### src/rtl/load_store_unit.sv
// Load/store unit: one data-memory transaction per accepted start, with
// byte-lane steering, load extension, and misalign/illegal/timeout faults.
module load_store_unit #(
  parameter int unsigned TIMEOUT = 16
) (
  input  logic        clk,
  input  logic        rst_n,
  input  logic        start,
  input  logic        is_store,
  input  logic [2:0]  funct3,
  input  logic [31:0] addr,
  input  logic [31:0] wdata,
  output logic        busy,
  output logic        done,
  output logic [31:0] rdata,
  output logic        fault,
  output logic [1:0]  fault_cause,
  output logic        mem_req,
  output logic        mem_we,
  output logic [31:0] mem_addr,
  output logic [3:0]  mem_be,
  output logic [31:0] mem_wdata,
  input  logic        mem_gnt,
  input  logic        mem_rvalid,
  input  logic [31:0] mem_rdata
);

  localparam int unsigned CNT_W = 8;
  localparam logic [CNT_W-1:0] CNT_LAST = CNT_W'(TIMEOUT - 1);

  localparam logic [1:0] CAUSE_MISALIGN = 2'b01;
  localparam logic [1:0] CAUSE_TIMEOUT  = 2'b10;
  localparam logic [1:0] CAUSE_ILLEGAL  = 2'b11;

  typedef enum logic [1:0] {
    S_IDLE = 2'd0,
    S_REQ  = 2'd1,
    S_WAIT = 2'd2,
    S_FIN  = 2'd3
  } state_t;

  state_t           state;
  logic [CNT_W-1:0] cnt;
  logic [1:0]       a_lo;
  logic [2:0]       f3;

  logic             legal;
  logic             misal;
  logic [3:0]       be;
  logic [31:0]      lane;
  logic [31:0]      shifted;
  logic [7:0]       byte_sel;
  logic [15:0]      half_sel;
  logic [31:0]      load_ext;

  // Decode the incoming request: legality, alignment, byte enables, store lanes
  always_comb begin
    legal = 1'b0;
    misal = 1'b0;
    be    = 4'b1111;
    lane  = wdata;
    if (is_store) legal = (funct3 == 3'b000) || (funct3 == 3'b001) || (funct3 == 3'b010);
    else          legal = (funct3 == 3'b000) || (funct3 == 3'b001) || (funct3 == 3'b010) ||
                          (funct3 == 3'b100) || (funct3 == 3'b101);
    case (funct3[1:0])
      2'b00: begin
        be   = 4'b0001 << addr[1:0];
        lane = {4{wdata[7:0]}};
      end
      2'b01: begin
        be    = 4'b0011 << addr[1:0];
        lane  = {2{wdata[15:0]}};
        misal = addr[0];
      end
      default: begin
        be    = 4'b1111;
        lane  = wdata;
        misal = (addr[1:0] != 2'b00);
      end
    endcase
  end

  // Select the addressed lane of the returned word and extend it
  always_comb begin
    shifted  = mem_rdata >> 5'({a_lo, 3'b000});
    byte_sel = shifted[7:0];
    half_sel = a_lo[1] ? mem_rdata[31:16] : mem_rdata[15:0];
    case (f3)
      3'b000:  load_ext = {{24{byte_sel[7]}}, byte_sel};
      3'b001:  load_ext = {{16{half_sel[15]}}, half_sel};
      3'b100:  load_ext = {24'h0, byte_sel};
      3'b101:  load_ext = {16'h0, half_sel};
      default: load_ext = mem_rdata;
    endcase
  end

  // Transaction FSM with registered outputs
  always_ff @(posedge clk or negedge rst_n) begin
    if (!rst_n) begin
      state       <= S_IDLE;
      cnt         <= '0;
      a_lo        <= '0;
      f3          <= '0;
      busy        <= 1'b0;
      done        <= 1'b0;
      rdata       <= '0;
      fault       <= 1'b0;
      fault_cause <= '0;
      mem_req     <= 1'b0;
      mem_we      <= 1'b0;
      mem_addr    <= '0;
      mem_be      <= '0;
      mem_wdata   <= '0;
    end else begin
      done        <= 1'b0;
      fault       <= 1'b0;
      fault_cause <= '0;
      case (state)
        S_IDLE: begin
          if (start) begin
            busy <= 1'b1;
            if (!legal || misal) begin
              state       <= S_FIN;
              done        <= 1'b1;
              fault       <= 1'b1;
              fault_cause <= legal ? CAUSE_MISALIGN : CAUSE_ILLEGAL;
            end else begin
              state     <= S_REQ;
              cnt       <= '0;
              mem_req   <= 1'b1;
              mem_we    <= is_store;
              mem_addr  <= {addr[31:2], 2'b00};
              mem_be    <= be;
              mem_wdata <= lane;
              a_lo      <= addr[1:0];
              f3        <= funct3;
            end
          end
        end
        S_REQ: begin
          if (mem_gnt) begin
            mem_req <= 1'b0;
            cnt     <= '0;
            if (mem_we) begin
              state <= S_FIN;
              done  <= 1'b1;
            end else begin
              state <= S_WAIT;
            end
          end else if (cnt == CNT_LAST) begin
            mem_req     <= 1'b0;
            state       <= S_FIN;
            done        <= 1'b1;
            fault       <= 1'b1;
            fault_cause <= CAUSE_TIMEOUT;
          end else begin
            cnt <= cnt + CNT_W'(1);
          end
        end
        S_WAIT: begin
          if (mem_rvalid) begin
            rdata <= load_ext;
            state <= S_FIN;
            done  <= 1'b1;
          end else if (cnt == CNT_LAST) begin
            state       <= S_FIN;
            done        <= 1'b1;
            fault       <= 1'b1;
            fault_cause <= CAUSE_TIMEOUT;
          end else begin
            cnt <= cnt + CNT_W'(1);
          end
        end
        default: begin
          state <= S_IDLE;
          busy  <= 1'b0;
          cnt   <= '0;
        end
      endcase
    end
  end

endmodule

### config.mk
export PLATFORM = sky130hd
export DESIGN_NAME = load_store_unit
export DESIGN_NICKNAME = d
export VERILOG_FILES = /design/src/rtl/load_store_unit.sv
export SDC_FILE = /design/constraint.sdc
export NUM_CORES = 1
export LEC_CHECK = 0
export ABC_CLOCK_PERIOD_IN_PS = 2100
export BUFFER_PORTS_ARGS = -buffer_cell sky130_fd_sc_hd__buf_2
export CAP_MARGIN = 0
export CORE_MARGIN = 1.5
export CORE_UTILIZATION = 35
export DETAILED_ROUTE_END_ITERATION = 6
export GPL_ROUTABILITY_DRIVEN = 0
export GPL_TIMING_DRIVEN = 0
export PLACE_DENSITY_LB_ADDON = 0.15
export SLEW_MARGIN = 15
export SYNTH_ARGS = -nofsm -noshare
export SYNTH_HDL_FRONTEND = slang
export SYNTH_SLANG_ARGS = --single-unit
### constraint.sdc
create_clock -name clk -period 2.1 [get_ports clk]
set_input_delay 0.42 -clock clk [delete_from_list [all_inputs] [get_ports clk]]
set_output_delay 0.42 -clock clk [all_outputs]
set_load 0.02 [all_outputs]
* Word level (Yosys, flattened, before mapping)
Index checks and enable logic that the tools add are counted.
Widths: inputs -> output; s select.
** Word-level totals
- Flip-flop bits (word level) :: 120
- Bits of input ports :: 105
- Output and inout bits :: 107
- Logic and storage cells :: 96
** Operators by class
- Add/sub/neg operators :: 1
- Eq/ne operators :: 15
- Shifts and indexed selects :: 3
- Multiplexer cells :: 43
- Bitwise operators :: 2
- Reductions and logical operators :: 18
** Operators with widths (count)
- $pmux 32 s4 :: 1
- $pmux 32 s2 :: 1
- $mux 8 :: 5
- $shr 32x5->8 :: 1
- $pmux 8 s3 :: 1
- $mux 2 :: 11
- $mux 16 :: 1
- $mux 1 :: 15
- $eq 3x3->1 const B :: 4
- $pmux 2 s3 :: 2
- $add 8x1->8 const B :: 1
- $eq 8x4->1 const B :: 1
- $pmux 4 s2 :: 1
- $eq 3x1->1 const B :: 2
- $logic_not 3->1 :: 2
- $ne 2x2->1 const B :: 3
- $pmux 1 s2 :: 3
- $pmux 1 s3 :: 2
- $reduce_and 3->1 :: 2
- $logic_or 1x1->1 :: 5
- $eq 2x1->1 const B :: 2
- $logic_not 2->1 :: 2
- $reduce_and 2->1 :: 2
- $reduce_and 4->1 :: 1
- 9 further kinds :: 11

* Longest topological paths before layout
Gate-level depths: netlist of run 1.
- Depth after elaboration :: 11
- Depth in mapped cells :: 8
- Mapped depth without buffers :: 6

* Worst setup path before layout of run 1
OpenSTA, ideal clock, no wires.
- Path kind :: register -> register
- Start :: register state[0]
- End :: register cnt[0]
- Library setup time :: 125 ps
- Arrival time :: 1735 ps
- Required time :: 1975 ps
- Slack :: 240 ps
- Stages on the path, launching flop included :: 8
- Buffers on the path :: 1
- Clock period less this slack :: 1860 ps
- Cells stage by stage :: dfrtp_1 -> inv_1 -> ha_1 -> clkbuf_1 -> o41ai_1 -> o211ai_1 -> nor3_2 -> mux2_2
** On the way
- Cells in the longest elaborated chain, start to end :: 3
- Elaborated cells between the ends (all ways) :: 8
- Classes of those cells :: eq/ne: 5; mux: 1; reduce/logical: 2
** RTL lines
- start, declared :: RTL line 42 : state_t state;
- start signal, assigned :: RTL line 100 : state <= S_IDLE;
- start signal, assigned :: RTL line 123 : state <= S_FIN;
- start signal, assigned :: RTL line 128 : state <= S_REQ;
- $eq 2x2->1 or $logic_not 2->1 (tied branches) :: RTL line 118 : case (state)
- $ne 2x2->1 (no line)
- $reduce_and 3->1 (no line)
- end signal, assigned :: RTL line 157 : cnt <= cnt + CNT_W'(1);
- end signal, assigned :: RTL line 171 : cnt <= cnt + CNT_W'(1);
- end, declared :: RTL line 43 : logic [CNT_W-1:0] cnt;
Several ways; a longest one is shown, not always the timed one.
A chain may end at the register's enable or synchronous reset.

* Worst setup path after layout of run 1
- Start :: register state[0]
- End :: register mem_req
** On the way
- Cells in the longest elaborated chain, start to end :: 3
- Elaborated cells between the ends (all ways) :: 8
- Classes of those cells :: eq/ne: 4; mux: 1; reduce/logical: 3
** RTL lines
- $eq 2x1->1 or $logic_not 2->1 (tied branches) :: RTL line 118
- $ne 3x3->1 (no line), or another cell as far along
- $reduce_and 4->1 (no line)
- end signal, assigned :: RTL line 109 : mem_req <= 1'b0;
- end signal, assigned :: RTL line 130 : mem_req <= 1'b1;
- end signal, assigned :: RTL line 142 : mem_req <= 1'b0;
- end, declared :: RTL line 18 : output logic mem_req,
Several ways; a longest one is shown, not always the timed one.

==> results.yml, run 1 <==
synthesis:
  synthArstFlopShare_pct: 100.0
  ys_seq_elements: 120
  synthFlopType: "dfrtp_1"
  avgSynthCellArea_sq_um: 9.246
  synthDistinctLibCells: 58
  synth-edff-count: 0
  yosysSeqAreaShare_pct: 51.47
  syn_inst: 631
  ys_warn_count: 0
  synth.cell_area_sq_um: 5834
placed_design:
  hpwl_um: 12800
  io_buffer_count: 206
  placed_cell_area_sq_um: 7178
  pre_cts_ws_ps: -80.43
global_route:
  use_met1_pct: 26.90
  grt_max_degree: 65
  grt_use_met2_pct: 32.61
  grt_util_all_layers_pct: 20.56
  antenna_found_initial: 1
  grt_pass1_wl_um: 28130
  grt.busiest_layer: "met2"
  use_met3_pct: 6.728
  grt_pass1_vias: 5357
  overflow: 0
worst_setup_path:
  cp_max_fo: 10
  endpoint_kind: "flip-flop"
  start_kind: "flip-flop"
  crit_type: "flip-flop to flip-flop"
  cp_cell_sequence: "inv_1, ha_1, nand2_1, o21ba_2, buf_4, buf_2, a21oi_1, a31oi_1"
  cpLargestDelayFamily: "buffers and inverters"
  max_stage_delay_ps: 400
  r2r_slack_ps: 160
  crit_buf_inv: 3
  crit_arrival_ps: 2280
  cp.required_ps: 2430
  cp_slowest_cell: "dfrtp_1"
power_and_ir_drop:
  p_switching_w: 0.004973
  peakVddDrop_mv: 0.6923
  pwr-share-comb_pct: 43.1
  clock_power_share_pct: 24.1
  swShare_pct: 41.73
  p_seq_share_pct: 32.8
  p_leak_nw: 4.048
  intPower_w: 0.006945
  power_density_nw_per_um2: 1529
floorplanning:
  start_util_pct: 35.56
  coreArea_sq_um: 16410
  rows: 47
  die_w_um: 132.1
  die_area_sq_um: 17450
  io_pins: 212
  die_y_um: 132.1
timing:
  fin_crit_sh_pct: 92.62
  setup_tns_ps: 0
  fin_ws_ps: 155.1
  min_period_ps: 1945
  max_slew_margin_pct: 54.09
  setup_viol: 0
  finalMaxSlewViolations: 0
  skew_ps: 8.033
  hold_ws_ps: -10.37
  max_freq_ghz: 0.5142
  hold_viol: 31
  tightest_slew_ps: 688.6
  rsz0062_at_grt: "false"
clock_tree:
  cts_buffers: 17
  insertion_delay_ps: 420
  clk_pin_slew_ps: 60
  h-tree-depth: 4
  clk_path_buf_depth: 2
  cts_tree: "built"
  cts.sinks: 120
  cts-hold-fix-buffers: 0
  cts_root_buf: "clkbuf_16"
drt:
  ant_nets: 0
  vias: 5339
  drc: 0
  wirelength_um: 17370
  drt-initial-drc-count: 282
  via_per_inst: 4.880
  drt_pass1_iterations: 4
  wl_per_cell_um: 15.88
final_layout:
  fin_nets: 972
  antenna_cells: 0
  stdcell_area_sq_um: 7792
  drive_gt1_share_pct: 34.10
  synthToLayoutAreaGrowth_pct: 33.56
run_status:
  outcome: "finished, violations left"
  violations: "negative hold slack"
worst_hold_path:
  hold_class: "input pin to async pin"
run:
  drv_cap: 0
==> cell usage after synthesis (4+ instances only) <==
cell type / instances / share of area [%]
nor3_1: 9 / 0.77
clkbuf_1: 18 / 1.2
nand2_1: 173 / 11
mux2i_1: 16 / 2.7
o21ai_0: 30 / 2.6
dfrtp_1: 120 / 51
nor2b_1: 14 / 1.5
buf_6: 4 / 0.77
or3_1: 8 / 0.86
nand3_1: 43 / 3.7
nor2_1: 11 / 0.71
o21ai_2: 8 / 1.2
a21o_1: 10 / 1.3
nand2b_1: 9 / 0.96
a221o_1: 8 / 1.4
nand3b_1: 9 / 1.2
ha_1: 6 / 1.3
buf_2: 15 / 1.3
inv_1: 7 / 0.45
a21oi_1: 44 / 3.8
o31ai_1: 9 / 1.2
or2_2: 9 / 0.96
==> worst paths after layout <==
kind / startpoint / end / depth (start not counted)
worst max-delay path: state[0] / mem_req / 8
min in group clk: addr[7] / mem_addr[7] / 3
max in group asynchronous: rst_n / mem_be[1] / 2
worst min register to register: mem_be[2] / mem_be[2] / 2
worst min-delay path: rst_n / state[0] / 1
worst max register to register: state[0] / mem_req / 8
==> power by group through the flow <==
stage | sequential [W] | clock (W) | combinational (W)
2_1_floorplan | 0.00509 | 0 | 0.00211
3_3_place_gp | 0.00392 | 0 | 0.00506
3_5_place_dp | 0.00391 | 0 | 0.00512
4_1_cts | 0.00391 | 0.00293 | 0.00517
5_1_grt | 0.00405 | 0.00303 | 0.00567
6_report | 0.00391 | 0.00287 | 0.00514
==> through the flow <==
stage | utilization (%) | total power [W] | instances | hold WS, ps
2_1_floorplan | - | 0.007202 | 632 | 124.4
3_3_place_gp | 43.54 | 0.008985 | 1058 | 450.3
3_5_place_dp | 43.75 | 0.009028 | 1059 | 446.1
4_1_cts | 47.43 | 0.01201 | 1094 | 4.715
5_1_grt | 47.49 | 0.01275 | 1094 | 21.00
6_report | 47.49 | 0.01192 | 1094 | -10.37
==> flip-flops by register name (all words and copies together), names as in the netlist <==
| signal | flops |
|---|---|
| mem_we | 1 |
| fault | 1 |
| busy | 1 |
| cnt | 8 |
| mem_wdata | 32 |
| f3 | 3 |
| a_lo | 2 |
| mem_be | 4 |
| mem_req | 1 |
| state | 2 |
| mem_addr | 30 |
| fault_cause | 2 |
| rdata | 32 |
| done | 1 |
==> placed cells by master, fill, tap and decap left out, types with 3 or more instances in the layout <==
cell type   instances
dfrtp_1           120
a21o_1             10
nor3_1              9
mux2i_1            16
clkinv_4            4
o31ai_1             9
nand2_1           172
a21oi_1            44
ha_1                6
clkinvlp_4          5
buf_6               5
nor2_1             11
a221o_1             8
a22o_1              3
o21ai_0            30
buf_4               6
nand2b_1            9
clkbuf_16          17
o21ai_2             9
clkbuf_2            4
o21a_1              3
clkbuf_1           15
inv_1               7
nand3_1            43
or2_2               9
buf_2             220
or3_1               8
nand3b_1            9
nor2b_1            14
==> what timing repair did <==
action	in CTS	in global routing
setup buffers	3	0
cloned	0	0
gates resized for setup	0	10
pin swaps	1	0
endpoints found under the setup margin	4	24
==> layer usage <==
metal	vias to the layer above	wire length (um)
met1	2515	7938
met2	159	8074
met3	15	1210
met5	-	12
met4	2	132
li1	2648	-
==> cells by family after synthesis <==
kind of cell               Yosys count  share of synthesized area, %
and+or+nand+nor                    301                         24.19
AOI/OAI and AO/OA                  136                         15.36
DFF                                120                         51.47
buffers and inverters               48                         4.117
muxes                               19                         3.517
adders and majority gates            6                         1.287
other                                1                       0.06427
==> worst register-to-register path, delay by kind of cell (launching register included) <==
family,cells,cell delay [ps]
AO/OA/AOI/OAI,3,530
flip-flops,1,400
AND/OR/NAND/NOR,1,130
adder cells (fa/ha/maj),1,190
buffers and inverters,3,620
==> final cells by class <==
type | count | area (sq um)
fill | 1645 | 8615
sequential | 120 | 3003
multi-input combinational | 464 | 2601
timing repair buffer | 210 | 1087
clock buffer | 18 | 429.2
tap | 220 | 275.3
buffer | 41 | 219.0
clock inverter | 14 | 151.4
inverter | 7 | 26.28
Power figures use the tool's default switching activity.
==> run 2: changes to the inputs <==
ABC_CLOCK_PERIOD_IN_PS = 2270   (was 2100)
CTS_CLUSTER_SIZE = 30   (was unset)
clock period = 2.27 ns   (was 2.1 ns; I/O delays follow)
==> run 2 against run 1 <==
The run now ends clean. Core utilization is 0.092 points lower. Via count is 0.34% higher. Clock power is 7.7% lower. Largest power group unchanged. Power is 7.7% lower.
==> results.yml, run 2 (same netlist as run 1, synthesis figures left out) <==
final_layout:
  final_cell_mix: "220 x buf_2, 173 x nand2_1, 120 x dfrtp_1"
  synthToLayoutAreaGrowth_pct: 33.30
  fin_nets: 971
  final_common_cell: "buf_2"
  top_regs: "mem_wdata: 32 flops, rdata: 32 flops, mem_addr: 30 flops"
  n_fill_cell: 1651
  regArea_sq_um: 3003
  drive_gt1_share_pct: 33.45
  multi_input_area_sq_um: 2599
  antenna_cells: 0
  fin_util_pct: 47.40
global_route:
  grt_pass1_vias: 5336
  antenna_found_initial: 1
  grt_use_met2_pct: 32.46
  use_met1_pct: 26.88
  use_met3_pct: 6.728
  overflow: 0
  grt_pass1_wl_um: 28070
  grt_util_all_layers_pct: 20.51
  grt_max_degree: 65
  grt.busiest_layer: "met2"
timing:
  hold_ws_ps: 22.09
  max_freq_ghz: 0.4861
  fin_ws_ps: 213.0
  tightest_slew_ps: 688.0
  min_period_ps: 2057
  fin_crit_sh_pct: 90.62
  setup_viol: 0
  rsz0062_at_grt: "false"
  hold_viol: 0
  finalMaxSlewViolations: 0
  skew_ps: 6.098
  max_slew_margin_pct: 54.13
clock_tree:
  clk_path_buf_depth: 2
  clk_pin_slew_ps: 60
  cts.sinks: 120
  cts_root_buf: "clkbuf_16"
  h-tree-depth: 4
  cts_tree: "built"
  cts-hold-fix-buffers: 0
  insertion_delay_ps: 420
  cts_buffers: 17
floorplanning:
  die_area_sq_um: 17450
  die_y_um: 132.1
  io_pins: 212
  rows: 47
  die_w_um: 132.1
  coreArea_sq_um: 16410
  start_util_pct: 35.56
worst_setup_path:
  startpoint: "state[0]"
  crit_arrival_ps: 2360
  cp.required_ps: 2570
  endpoint_kind: "flip-flop"
  worstReg2RegStart: "state[0]"
  start_kind: "flip-flop"
  crit_type: "flip-flop to flip-flop"
  cp_max_fo: 10
drt:
  ant_nets: 0
  via_per_inst: 4.901
  wirelength_um: 17350
  drt-initial-drc-count: 248
  drc: 0
  vias: 5357
  wl_per_cell_um: 15.87
  drt_pass1_iterations: 4
placed_design:
  hpwl_um: 12800
  pre_cts_ws_ps: 89.57
  io_buffer_count: 206
worst_hold_path:
  hold_class: "input pin to async pin"
power_and_ir_drop:
  power_density_nw_per_um2: 1414
  power_w: 0.01100
  peakVddDrop_mv: 0.6424
  p_leak_nw: 4.029
run:
  drv_cap: 0
run_status:
  outcome: "completed"
[run 2: layer usage]
metal	share of wire, %	routed length [um]
met5	0.069	12
met1	45	7877
met3	7.2	1246
met2	46	8037
met4	1.0	173
[run 2: stage by stage]
stage / instances / TNS [ps] / instance area, sq um
2_1_floorplan: 632 / 0 / 5838
3_3_place_gp: 1058 / -114750 / 7144
3_5_place_dp: 1059 / 0 / 7178
4_1_cts: 1091 / 0 / 7759
5_1_grt: 1093 / 0 / 7777
6_report: 1093 / 0 / 7777
[run 2: power by group]
group / leakage (nW) / internal (W) / switching (W) / total (W)
sequential: 1.51 / 0.00310 / 0.000515 / 0.00361
combinational: 2.25 / 0.00169 / 0.00304 / 0.00473
clock: 0.268 / 0.00162 / 0.00104 / 0.00265
total: 4.03 / 0.00640 / 0.00459 / 0.0110
[run 2: layout make-up]
type	count	share of cell area, %
Buffer	41	2.751
Clock buffer	18	5.518
Clock inverter	14	1.947
Inverter	7	0.3378
Multi-Input combinational cell	464	33.41
Sequential cell	120	38.61
Tap cell	220	3.539
Timing Repair Buffer	209	13.88
[run 2: what timing repair did]
item                       CTS  global route
resized for setup            0             1
setup buffers                0             2
setup endpoints to repair    0             4
[run 2: worst max-delay path: stages (launching register included)]
cell,delay (ps)
dfrtp_1,400
inv_1,140
ha_1,180
clkbuf_1,320
o41ai_1,190
o211ai_1,210
buf_4,160
nor3_2,60
mux2_2,280
[run 2: final timing paths]
| path | endpoint | slack [ps] | depth (start not counted) |
|---|---|---|---|
| min in group clk | mem_addr[7] | 220 | 3 |
| hold / removal | state[0] | 20 | 1 |
| setup reg to reg | cnt[0] | 210 | 8 |
| hold reg to reg | mem_be[2] | 470 | 2 |
| max in group asynchronous | mem_be[1] | 1520 | 2 |
| setup / recovery | cnt[0] | 210 | 8 |
